--- config.mk ---
export PLATFORM = sky130hd
export DESIGN_NAME = cr_kme_drbg_seed_bank_flat
export DESIGN_NICKNAME = d
export VERILOG_FILES = /design/src/rtl/cr_kme_drbg_seed_bank_if.sv /design/src/rtl/cr_kme_drbg_seed_bank.sv /design/src/flat_wrapper.sv
export SDC_FILE = /design/constraint.sdc
export NUM_CORES = 2
export LEC_CHECK = 0
export ABC_CLOCK_PERIOD_IN_PS = 6200
export BUFFER_PORTS_ARGS = -buffer_cell sky130_fd_sc_hd__buf_2
export CORE_ASPECT_RATIO = 0.5
export CORE_MARGIN = 2
export CORE_UTILIZATION = 28
export DETAILED_ROUTE_END_ITERATION = 10
export HOLD_SLACK_MARGIN = 0.06
export MAX_ROUTING_LAYER = met4
export PLACE_DENSITY = 0.42
export REMOVE_ABC_BUFFERS = 1
export SYNTH_ARGS = -nofsm -noshare
export SYNTH_HDL_FRONTEND = slang
export SYNTH_SLANG_ARGS = --single-unit
--- constraint.sdc ---
create_clock -name clk -period 6.2 [get_ports clk]
set_input_delay 0.31 -clock clk [delete_from_list [all_inputs] [get_ports clk]]
set_output_delay 0.31 -clock clk [all_outputs]
set_load 0.02 [all_outputs]
--- src/rtl/cr_kme_drbg_seed_bank_if.sv ---
`default_nettype none
// ============================================================================
// Module   : cr_kme_drbg_seed_bank_if
// Purpose  : Register-write, grant/update and expiry signals of the seed bank.
// Revision : 1.0
// ============================================================================
interface cr_kme_drbg_seed_bank_if #(
  parameter int NUM_SEEDS = 2,
  parameter int ADDR_W    = 8
);
  logic                 wr_stb;
  logic [ADDR_W-1:0]    reg_addr;
  logic [31:0]          wr_data;
  logic [NUM_SEEDS-1:0] kdf_drbg_ctrl;
  logic                 wr_err;

  logic                 gen_req;
  logic                 gen_ack;
  logic                 gen_nack;
  logic [3:0]           gen_seed_idx;
  logic [255:0]         gen_key;
  logic [127:0]         gen_value;

  logic                 upd_vld;
  logic [255:0]         upd_key;
  logic [127:0]         upd_value;

  logic [NUM_SEEDS-1:0] expired_mask;
  logic                 set_drbg_expired_int;

  modport master (
    output wr_stb, reg_addr, wr_data, gen_req, upd_vld, upd_key, upd_value,
    input  kdf_drbg_ctrl, wr_err, gen_ack, gen_nack, gen_seed_idx, gen_key,
           gen_value, expired_mask, set_drbg_expired_int
  );

  modport slave (
    input  wr_stb, reg_addr, wr_data, gen_req, upd_vld, upd_key, upd_value,
    output kdf_drbg_ctrl, wr_err, gen_ack, gen_nack, gen_seed_idx, gen_key,
           gen_value, expired_mask, set_drbg_expired_int
  );
endinterface
`default_nettype wire

--- src/rtl/cr_kme_drbg_seed_bank.sv ---
`default_nettype none
// ============================================================================
// Module   : cr_kme_drbg_seed_bank
// Purpose  : DRBG seed contexts with grant/update handshake and reseed expiry.
// Revision : 1.0
// ============================================================================
module cr_kme_drbg_seed_bank #(
  parameter int NUM_SEEDS  = 2,
  parameter int INTERVAL_W = 48,
  parameter int ADDR_W     = 8
) (
  input wire                     clk,
  input wire                     rst_n,
  cr_kme_drbg_seed_bank_if.slave bus
);

  localparam int                    c_BLK_W      = ADDR_W - 4;
  localparam logic [c_BLK_W-1:0]    c_BLK_ONE    = c_BLK_W'(1);
  localparam logic [c_BLK_W-1:0]    c_BLK_MAX    = c_BLK_W'(NUM_SEEDS);
  localparam logic [3:0]            c_OFF_KEY_HI = 4'd7;
  localparam logic [3:0]            c_OFF_VAL_HI = 4'd11;
  localparam logic [3:0]            c_OFF_INT_LO = 4'd12;
  localparam logic [3:0]            c_OFF_INT_HI = 4'd13;
  localparam logic [INTERVAL_W-1:0] c_CNT_ONE    = INTERVAL_W'(1);

  typedef enum logic [1:0] {
    ST_IDLE     = 2'd0,
    ST_GRANT    = 2'd1,
    ST_WAIT_UPD = 2'd2
  } state_e;

  state_e                r_state;
  logic [255:0]          r_key      [NUM_SEEDS];
  logic [127:0]          r_value    [NUM_SEEDS];
  logic [INTERVAL_W-1:0] r_interval [NUM_SEEDS];
  logic [INTERVAL_W-1:0] r_use_cnt  [NUM_SEEDS];
  logic [NUM_SEEDS-1:0]  r_valid;
  logic [NUM_SEEDS-1:0]  r_expired;
  logic                  r_exp_int;
  logic                  r_wr_err;
  logic [3:0]            r_cur_idx;
  logic                  r_gen_ack;
  logic                  r_gen_nack;
  logic [3:0]            r_gen_seed_idx;
  logic [255:0]          r_gen_key;
  logic [127:0]          r_gen_value;

  logic [c_BLK_W-1:0]    w_blk;
  logic [3:0]            w_wr_off;
  logic [3:0]            w_wr_seed;
  logic                  w_ctrl_wr;
  logic                  w_seed_wr;
  logic                  w_wr_blocked;
  logic                  w_upd;
  logic [NUM_SEEDS-1:0]  w_cur_hit;
  logic [NUM_SEEDS-1:0]  w_expire;
  logic [INTERVAL_W-1:0] w_nxt_cnt [NUM_SEEDS];
  logic [3:0]            w_low_idx;
  logic [255:0]          w_low_key;
  logic [127:0]          w_low_value;

  always_comb begin
    w_wr_off     = bus.reg_addr[3:0];
    w_blk        = bus.reg_addr[ADDR_W-1:4];
    w_ctrl_wr    = bus.wr_stb && (bus.reg_addr == '0);
    w_seed_wr    = bus.wr_stb && (w_blk != '0) && (w_blk <= c_BLK_MAX) &&
                   (w_wr_off <= c_OFF_INT_HI);
    w_wr_seed    = 4'(w_blk - c_BLK_ONE);
    // The seed owned by an open transaction is frozen until its update returns
    w_wr_blocked = w_seed_wr && (r_state != ST_IDLE) && (w_wr_seed == r_cur_idx);
    w_upd        = (r_state == ST_WAIT_UPD) && bus.upd_vld;
  end

  always_comb begin
    w_cur_hit = '0;
    w_expire  = '0;
    for (int s = 0; s < NUM_SEEDS; s++) begin
      w_cur_hit[s] = (r_cur_idx == 4'(s));
      w_nxt_cnt[s] = (&r_use_cnt[s]) ? r_use_cnt[s] : r_use_cnt[s] + c_CNT_ONE;
      w_expire[s]  = w_upd && w_cur_hit[s] && r_valid[s] &&
                     (r_interval[s] != '0) && (w_nxt_cnt[s] >= r_interval[s]);
    end
  end

  always_comb begin
    w_low_idx   = '0;
    w_low_key   = r_key[0];
    w_low_value = r_value[0];
    for (int s = NUM_SEEDS - 1; s >= 0; s--) begin
      if (r_valid[s]) begin
        w_low_idx   = 4'(s);
        w_low_key   = r_key[s];
        w_low_value = r_value[s];
      end
    end
  end

  always_ff @(posedge clk or negedge rst_n) begin
    if (!rst_n) begin
      for (int s = 0; s < NUM_SEEDS; s++) begin
        r_key[s]      <= '0;
        r_value[s]    <= '0;
        r_interval[s] <= '0;
        r_use_cnt[s]  <= '0;
      end
      r_valid   <= '0;
      r_expired <= '0;
      r_exp_int <= 1'b0;
      r_wr_err  <= 1'b0;
    end else begin
      r_wr_err  <= w_wr_blocked;
      r_expired <= w_expire;
      r_exp_int <= |w_expire;
      for (int s = 0; s < NUM_SEEDS; s++) begin
        if (w_seed_wr && !w_wr_blocked && (w_wr_seed == 4'(s))) begin
          if (w_wr_off <= c_OFF_KEY_HI)
            r_key[s][{w_wr_off[2:0], 5'd0} +: 32] <= bus.wr_data;
          else if (w_wr_off <= c_OFF_VAL_HI)
            r_value[s][{w_wr_off[1:0], 5'd0} +: 32] <= bus.wr_data;
          else if (w_wr_off == c_OFF_INT_LO)
            r_interval[s][31:0] <= bus.wr_data;
          else
            r_interval[s][INTERVAL_W-1:32] <= bus.wr_data[INTERVAL_W-33:0];
        end
        if (w_upd && w_cur_hit[s]) begin
          r_key[s]   <= bus.upd_key;
          r_value[s] <= bus.upd_value;
        end
        if (w_ctrl_wr) begin
          r_valid[s] <= bus.wr_data[s];
          if (bus.wr_data[s] && !r_valid[s])
            r_use_cnt[s] <= '0;
        end
        // Expiry is placed last so it overrides a same-cycle CTRL write
        if (w_upd && w_cur_hit[s] && r_valid[s]) begin
          if (w_expire[s]) begin
            r_valid[s]   <= 1'b0;
            r_use_cnt[s] <= '0;
          end else begin
            r_use_cnt[s] <= w_nxt_cnt[s];
          end
        end
      end
    end
  end

  always_ff @(posedge clk or negedge rst_n) begin
    if (!rst_n) begin
      r_state        <= ST_IDLE;
      r_cur_idx      <= '0;
      r_gen_ack      <= 1'b0;
      r_gen_nack     <= 1'b0;
      r_gen_seed_idx <= '0;
      r_gen_key      <= '0;
      r_gen_value    <= '0;
    end else begin
      r_gen_ack  <= 1'b0;
      r_gen_nack <= 1'b0;
      case (r_state)
        ST_IDLE: begin
          if (bus.gen_req) begin
            if (|r_valid) begin
              r_cur_idx      <= w_low_idx;
              r_gen_ack      <= 1'b1;
              r_gen_seed_idx <= w_low_idx;
              r_gen_key      <= w_low_key;
              r_gen_value    <= w_low_value;
              r_state        <= ST_GRANT;
            end else begin
              r_gen_nack <= 1'b1;
            end
          end
        end
        ST_GRANT:    r_state <= ST_WAIT_UPD;
        ST_WAIT_UPD: if (bus.upd_vld) r_state <= ST_IDLE;
        default:     r_state <= ST_IDLE;
      endcase
    end
  end

  assign bus.kdf_drbg_ctrl        = r_valid;
  assign bus.wr_err               = r_wr_err;
  assign bus.gen_ack              = r_gen_ack;
  assign bus.gen_nack             = r_gen_nack;
  assign bus.gen_seed_idx         = r_gen_seed_idx;
  assign bus.gen_key              = r_gen_key;
  assign bus.gen_value            = r_gen_value;
  assign bus.expired_mask         = r_expired;
  assign bus.set_drbg_expired_int = r_exp_int;

endmodule
`default_nettype wire

--- src/flat_wrapper.sv ---
// flat-port wrapper written by rule: the top's interface ports become plain ports
module cr_kme_drbg_seed_bank_flat 
#(
  parameter int NUM_SEEDS  = 2,
  parameter int INTERVAL_W = 48,
  parameter int ADDR_W     = 8
)
  (clk, rst_n, bus_wr_stb, bus_reg_addr, bus_wr_data, bus_gen_req, bus_upd_vld, bus_upd_key, bus_upd_value, bus_kdf_drbg_ctrl, bus_wr_err, bus_gen_ack, bus_gen_nack, bus_gen_seed_idx, bus_gen_key, bus_gen_value, bus_expired_mask, bus_set_drbg_expired_int);
  cr_kme_drbg_seed_bank_if #(.NUM_SEEDS(NUM_SEEDS), .ADDR_W(ADDR_W)) bus_i ();
  input wire clk;
  input wire rst_n;
  input wire logic [$bits(bus_i.wr_stb)-1:0] bus_wr_stb;
  input wire logic [$bits(bus_i.reg_addr)-1:0] bus_reg_addr;
  input wire logic [$bits(bus_i.wr_data)-1:0] bus_wr_data;
  input wire logic [$bits(bus_i.gen_req)-1:0] bus_gen_req;
  input wire logic [$bits(bus_i.upd_vld)-1:0] bus_upd_vld;
  input wire logic [$bits(bus_i.upd_key)-1:0] bus_upd_key;
  input wire logic [$bits(bus_i.upd_value)-1:0] bus_upd_value;
  output wire logic [$bits(bus_i.kdf_drbg_ctrl)-1:0] bus_kdf_drbg_ctrl;
  output wire logic [$bits(bus_i.wr_err)-1:0] bus_wr_err;
  output wire logic [$bits(bus_i.gen_ack)-1:0] bus_gen_ack;
  output wire logic [$bits(bus_i.gen_nack)-1:0] bus_gen_nack;
  output wire logic [$bits(bus_i.gen_seed_idx)-1:0] bus_gen_seed_idx;
  output wire logic [$bits(bus_i.gen_key)-1:0] bus_gen_key;
  output wire logic [$bits(bus_i.gen_value)-1:0] bus_gen_value;
  output wire logic [$bits(bus_i.expired_mask)-1:0] bus_expired_mask;
  output wire logic [$bits(bus_i.set_drbg_expired_int)-1:0] bus_set_drbg_expired_int;
  assign bus_i.wr_stb = bus_wr_stb;
  assign bus_i.reg_addr = bus_reg_addr;
  assign bus_i.wr_data = bus_wr_data;
  assign bus_i.gen_req = bus_gen_req;
  assign bus_i.upd_vld = bus_upd_vld;
  assign bus_i.upd_key = bus_upd_key;
  assign bus_i.upd_value = bus_upd_value;
  assign bus_kdf_drbg_ctrl = bus_i.kdf_drbg_ctrl;
  assign bus_wr_err = bus_i.wr_err;
  assign bus_gen_ack = bus_i.gen_ack;
  assign bus_gen_nack = bus_i.gen_nack;
  assign bus_gen_seed_idx = bus_i.gen_seed_idx;
  assign bus_gen_key = bus_i.gen_key;
  assign bus_gen_value = bus_i.gen_value;
  assign bus_expired_mask = bus_i.expired_mask;
  assign bus_set_drbg_expired_int = bus_i.set_drbg_expired_int;
  cr_kme_drbg_seed_bank #(.NUM_SEEDS(NUM_SEEDS), .INTERVAL_W(INTERVAL_W), .ADDR_W(ADDR_W)) u_core (.clk(clk), .rst_n(rst_n), .bus(bus_i));
endmodule
==> metrics <==
outcome complete, no violations; Cell Int Power 17.2 mW; Pwr Density 305 nW/µm²; Num CTS Buffers 153; Syn-to-layout area delta 24.0%; Routed Antenna Nets 0; Sw Ratio between 30% and 40%; Clock power frac 36.5%; most frequent cell after synthesis nand2_1; multiplexer share of the synthesized area 9.46%; FF+latch count, synth roughly 1.4k; Vias 56.2k; CP arrival 5990 ps; crit share post-route 85.6%; Hold Buf Count CTS 389; slew margin rel. 22.2%; slowest CP cell o2111ai_4; top cells by count, synth 1,395 x nand2_1, 1,355 x dfrtp_1, 954 x o21ai_0; Reg2Reg Depth 16; Primary FF master, synth dfrtp_1; setup slack, reg-to-reg 890 ps; Detailed Route Iter0 Violations about 4k; DPL Wire Length 172 mm; Synth top area share 51.1%; Period minus WS final 5310 ps; Area contributors post-synth dfrtp_1 51%, nand2_1 7.9%, mux2i_1 7.8%, o21ai_0 7.2%, a21oi_1 4.1%; Synth Area per Inst 9.03 µm²; final hold violations 0; Post-Synthesis Cells 7,358; CORE AREA 236,000 µm²; non-filler cells, final approximately 12k; Synth Area in Compound Gates between 10% and 20%; fmax 0.188 GHz; number of vias per cell between 4 and 5; Crit path required time approximately 7000 ps; max incr delay on CP just under 600 ps; WS Path Type flip-flop to flip-flop; Initial Utilization 28.2%; count of unique library cells instantiated by Yosys 70; Rows 126; Port-buffer cells 821; Async SR Flop Fraction between 90% and 100%; critical path peak fanout 33; PostCTS Resize Cnt 0; Post-Synth XOR/XNOR Area 1.02%; GRT Total Usage between 20% and 30%; initial antenna violation count 63; first-pass GRT wire length 397 mm; layout cell share with drive strength beyond 1 15.8%; worst-path cell chain nand4_1 -> nor3_1 -> nand4_1 -> a311oi_2 -> and3_1 -> nand2_1 -> xnor2_1 -> ha_1 -> a21oi_1 -> nand2_1 -> a221o_1 -> a211o_1 -> a21oi_1 -> o2111ai_4 -> or3_1 -> o21ai_0; part of the power in registers about 45%; CTS tree yes; max-slew violation count 0; total number of yosys warnings 0; gpl congestion around 0.8; count of nets after finishing 8,784; endpoints failing setup 0; drt first pass iters 5; unrepaired setup endpoints after global routing false; final WL 274 mm; CTS sink cnt 1,355; reg2reg end u_core.r_use_cnt[58]; Switch Pwr around 7.9 mW; Synth Cell Area 66,400 µm²; number of synthesized flops with an enable pin 0; hold slack ~140 ps; die area ~240,000 µm²; Final Skew between 50 and 60 ps; Static Leak 36.3 nW; io pins approximately 830; Overflow after GRT 0; CTS root buf clkbuf_16; sequential area share after synthesis 51.1%; Synth Area in Simple Gates around 17%; main combinational cell family by area after synthesis simple AND/OR/NAND/NOR gates; cell taking the most area after synthesis dfrtp_1; maxcap violations 0; post-CTS setup buffer count 0; die width a little under 700 µm; critical path startpoint category flip-flop; H-tree depth 4; worst r2r src u_core.r_use_cnt[66]; Synth Area in Adders 2.03%; DRC violations left 0; worst vdd ir about 180 µV; clk buf depth 4; crit end category flip-flop; DR WL/cell between 20 and 25 µm; Worst-path clk slew 70 ps; logic gate share of total power 19.0%; worst-margin pin slew 1170 ps; Setup TNS 0 ps; die height 348 µm; class of the tightest hold or removal check input pin to asynchronous set/reset pin; pin count of the biggest net entering global routing 199; Pwr Total 25.1 mW; DP Cell Count roughly 11k; vias in the first global route 55.3k; clock network latency to the later pin of the worst-skew pair between 800 and 900 ps
-- area by class of cell --
class	instances	area, µm²
Sequential cell	1355	33900
Clock buffer	222	4460
Fill cell	24700	154000
Clock inverter	30	322
Multi-Input combinational cell	5272	29900
Inverter	126	473
Tap cell	3136	3920
Timing Repair Buffer	1339	9270
Antenna cell	21	52.6
-- routing by layer --
metal	global-route usage, %	wire length (µm)	vias to the layer above
li1	-	-	27200
met1	28.6	118000	27400
met2	38.5	136000	1187
met3	2.22	9190	468
met4	7.85	11100	0
met5	-	0	-
-- power by group through the flow --
stage	Sequential (mW)	Combinational [mW]	Clock [mW]
after floorplan	11.7	2.36	0
after global routing	11.3	5.23	9.78
after global placement	11.3	4.55	0
after CTS	11.2	4.83	9.41
after detailed placement	11.3	4.59	0
final	11.2	4.76	9.16
-- cells by family (layout without fill, tap and decap cells) --
group	Yosys count	in the layout
xor gates and xnor gates	77	77
AOI/OAI and AO/OA	1850	1850
muxes	615	615
buffers and inverters	733	1717
adders and majority gates	108	108
and+or+nand+nor	2619	2619
DFF	1355	1355
other	1	24
-- cells in the final DEF (no fill, tap or decap), drive strengths merged, types with 6 or more instances in the layout --
cell and n:
diode 21, or3 47, nand2 1395, o21a 6, xnor2 64, clkbuf 222, dlygate4sd3 389, and3 215
buf 950, o311ai 6, nand2b 7, or2 10, nor4 33, a31oi 193, nor3 48, nor2 490
and4 10, a21oi 543, dfrtp 1355, ha 108, a22o 32, bufinv 6, a21o 26, nand3 299
inv 131, mux2 99, o21ai 1008, nand4 48, xor2 13, clkinv 19, mux2i 516
-- flip-flops by register name, summed over array words and instances (netlist names), 2 cells and up --
| name | cells |
|---|---|
| u_core.r_key | 512 |
| u_core.bus.gen_key | 256 |
| u_core.r_value | 256 |
| u_core.bus.gen_value | 128 |
| u_core.r_interval | 96 |
| u_core.r_use_cnt | 96 |
| u_core.bus.expired_mask | 2 |
| u_core.bus.kdf_drbg_ctrl | 2 |
| u_core.r_state | 2 |
-- worst max-delay path by stage --
| stage | to | depth (start not counted) | startpoint | slack (ps) |
|---|---|---|---|---|
| final | u_core.r_use_cnt[58] | 16 | u_core.r_use_cnt[66] | 890 |
| after global routing | u_core.r_use_cnt[82] | 16 | u_core.r_use_cnt[66] | 370 |
| after CTS | u_core.r_use_cnt[58] | 16 | u_core.r_use_cnt[79] | 860 |
| after detailed placement | u_core.r_use_cnt[58] | 16 | u_core.r_use_cnt[66] | 900 |
| after global placement | u_core.r_use_cnt[91] | 16 | u_core.r_use_cnt[66] | 940 |
| after floorplan | u_core.r_value[166] | 6 | u_core.r_state[0] | -24250 |
-- worst max-delay path, delay by kind of cell, from the launching register on --
family	cells	cell delay (ps)
AOI/OAI and AO/OA	7	2250
and+or+nand+nor	7	2070
DFF	1	440
adders and majority gates	1	300
xor gates and xnor gates	1	150
-- per-stage QoR --
stage	setup WS, ps	utilization (%)	instance area [µm²]
2_1_floorplan	-24250	-	64000
3_3_place_gp	939	31.2	73600
3_5_place_dp	900	31.2	73600
4_1_cts	861	34.9	82300
5_1_grt	374	34.9	82300
6_report	895	34.9	82300
(Power assumes the default switching activity.)
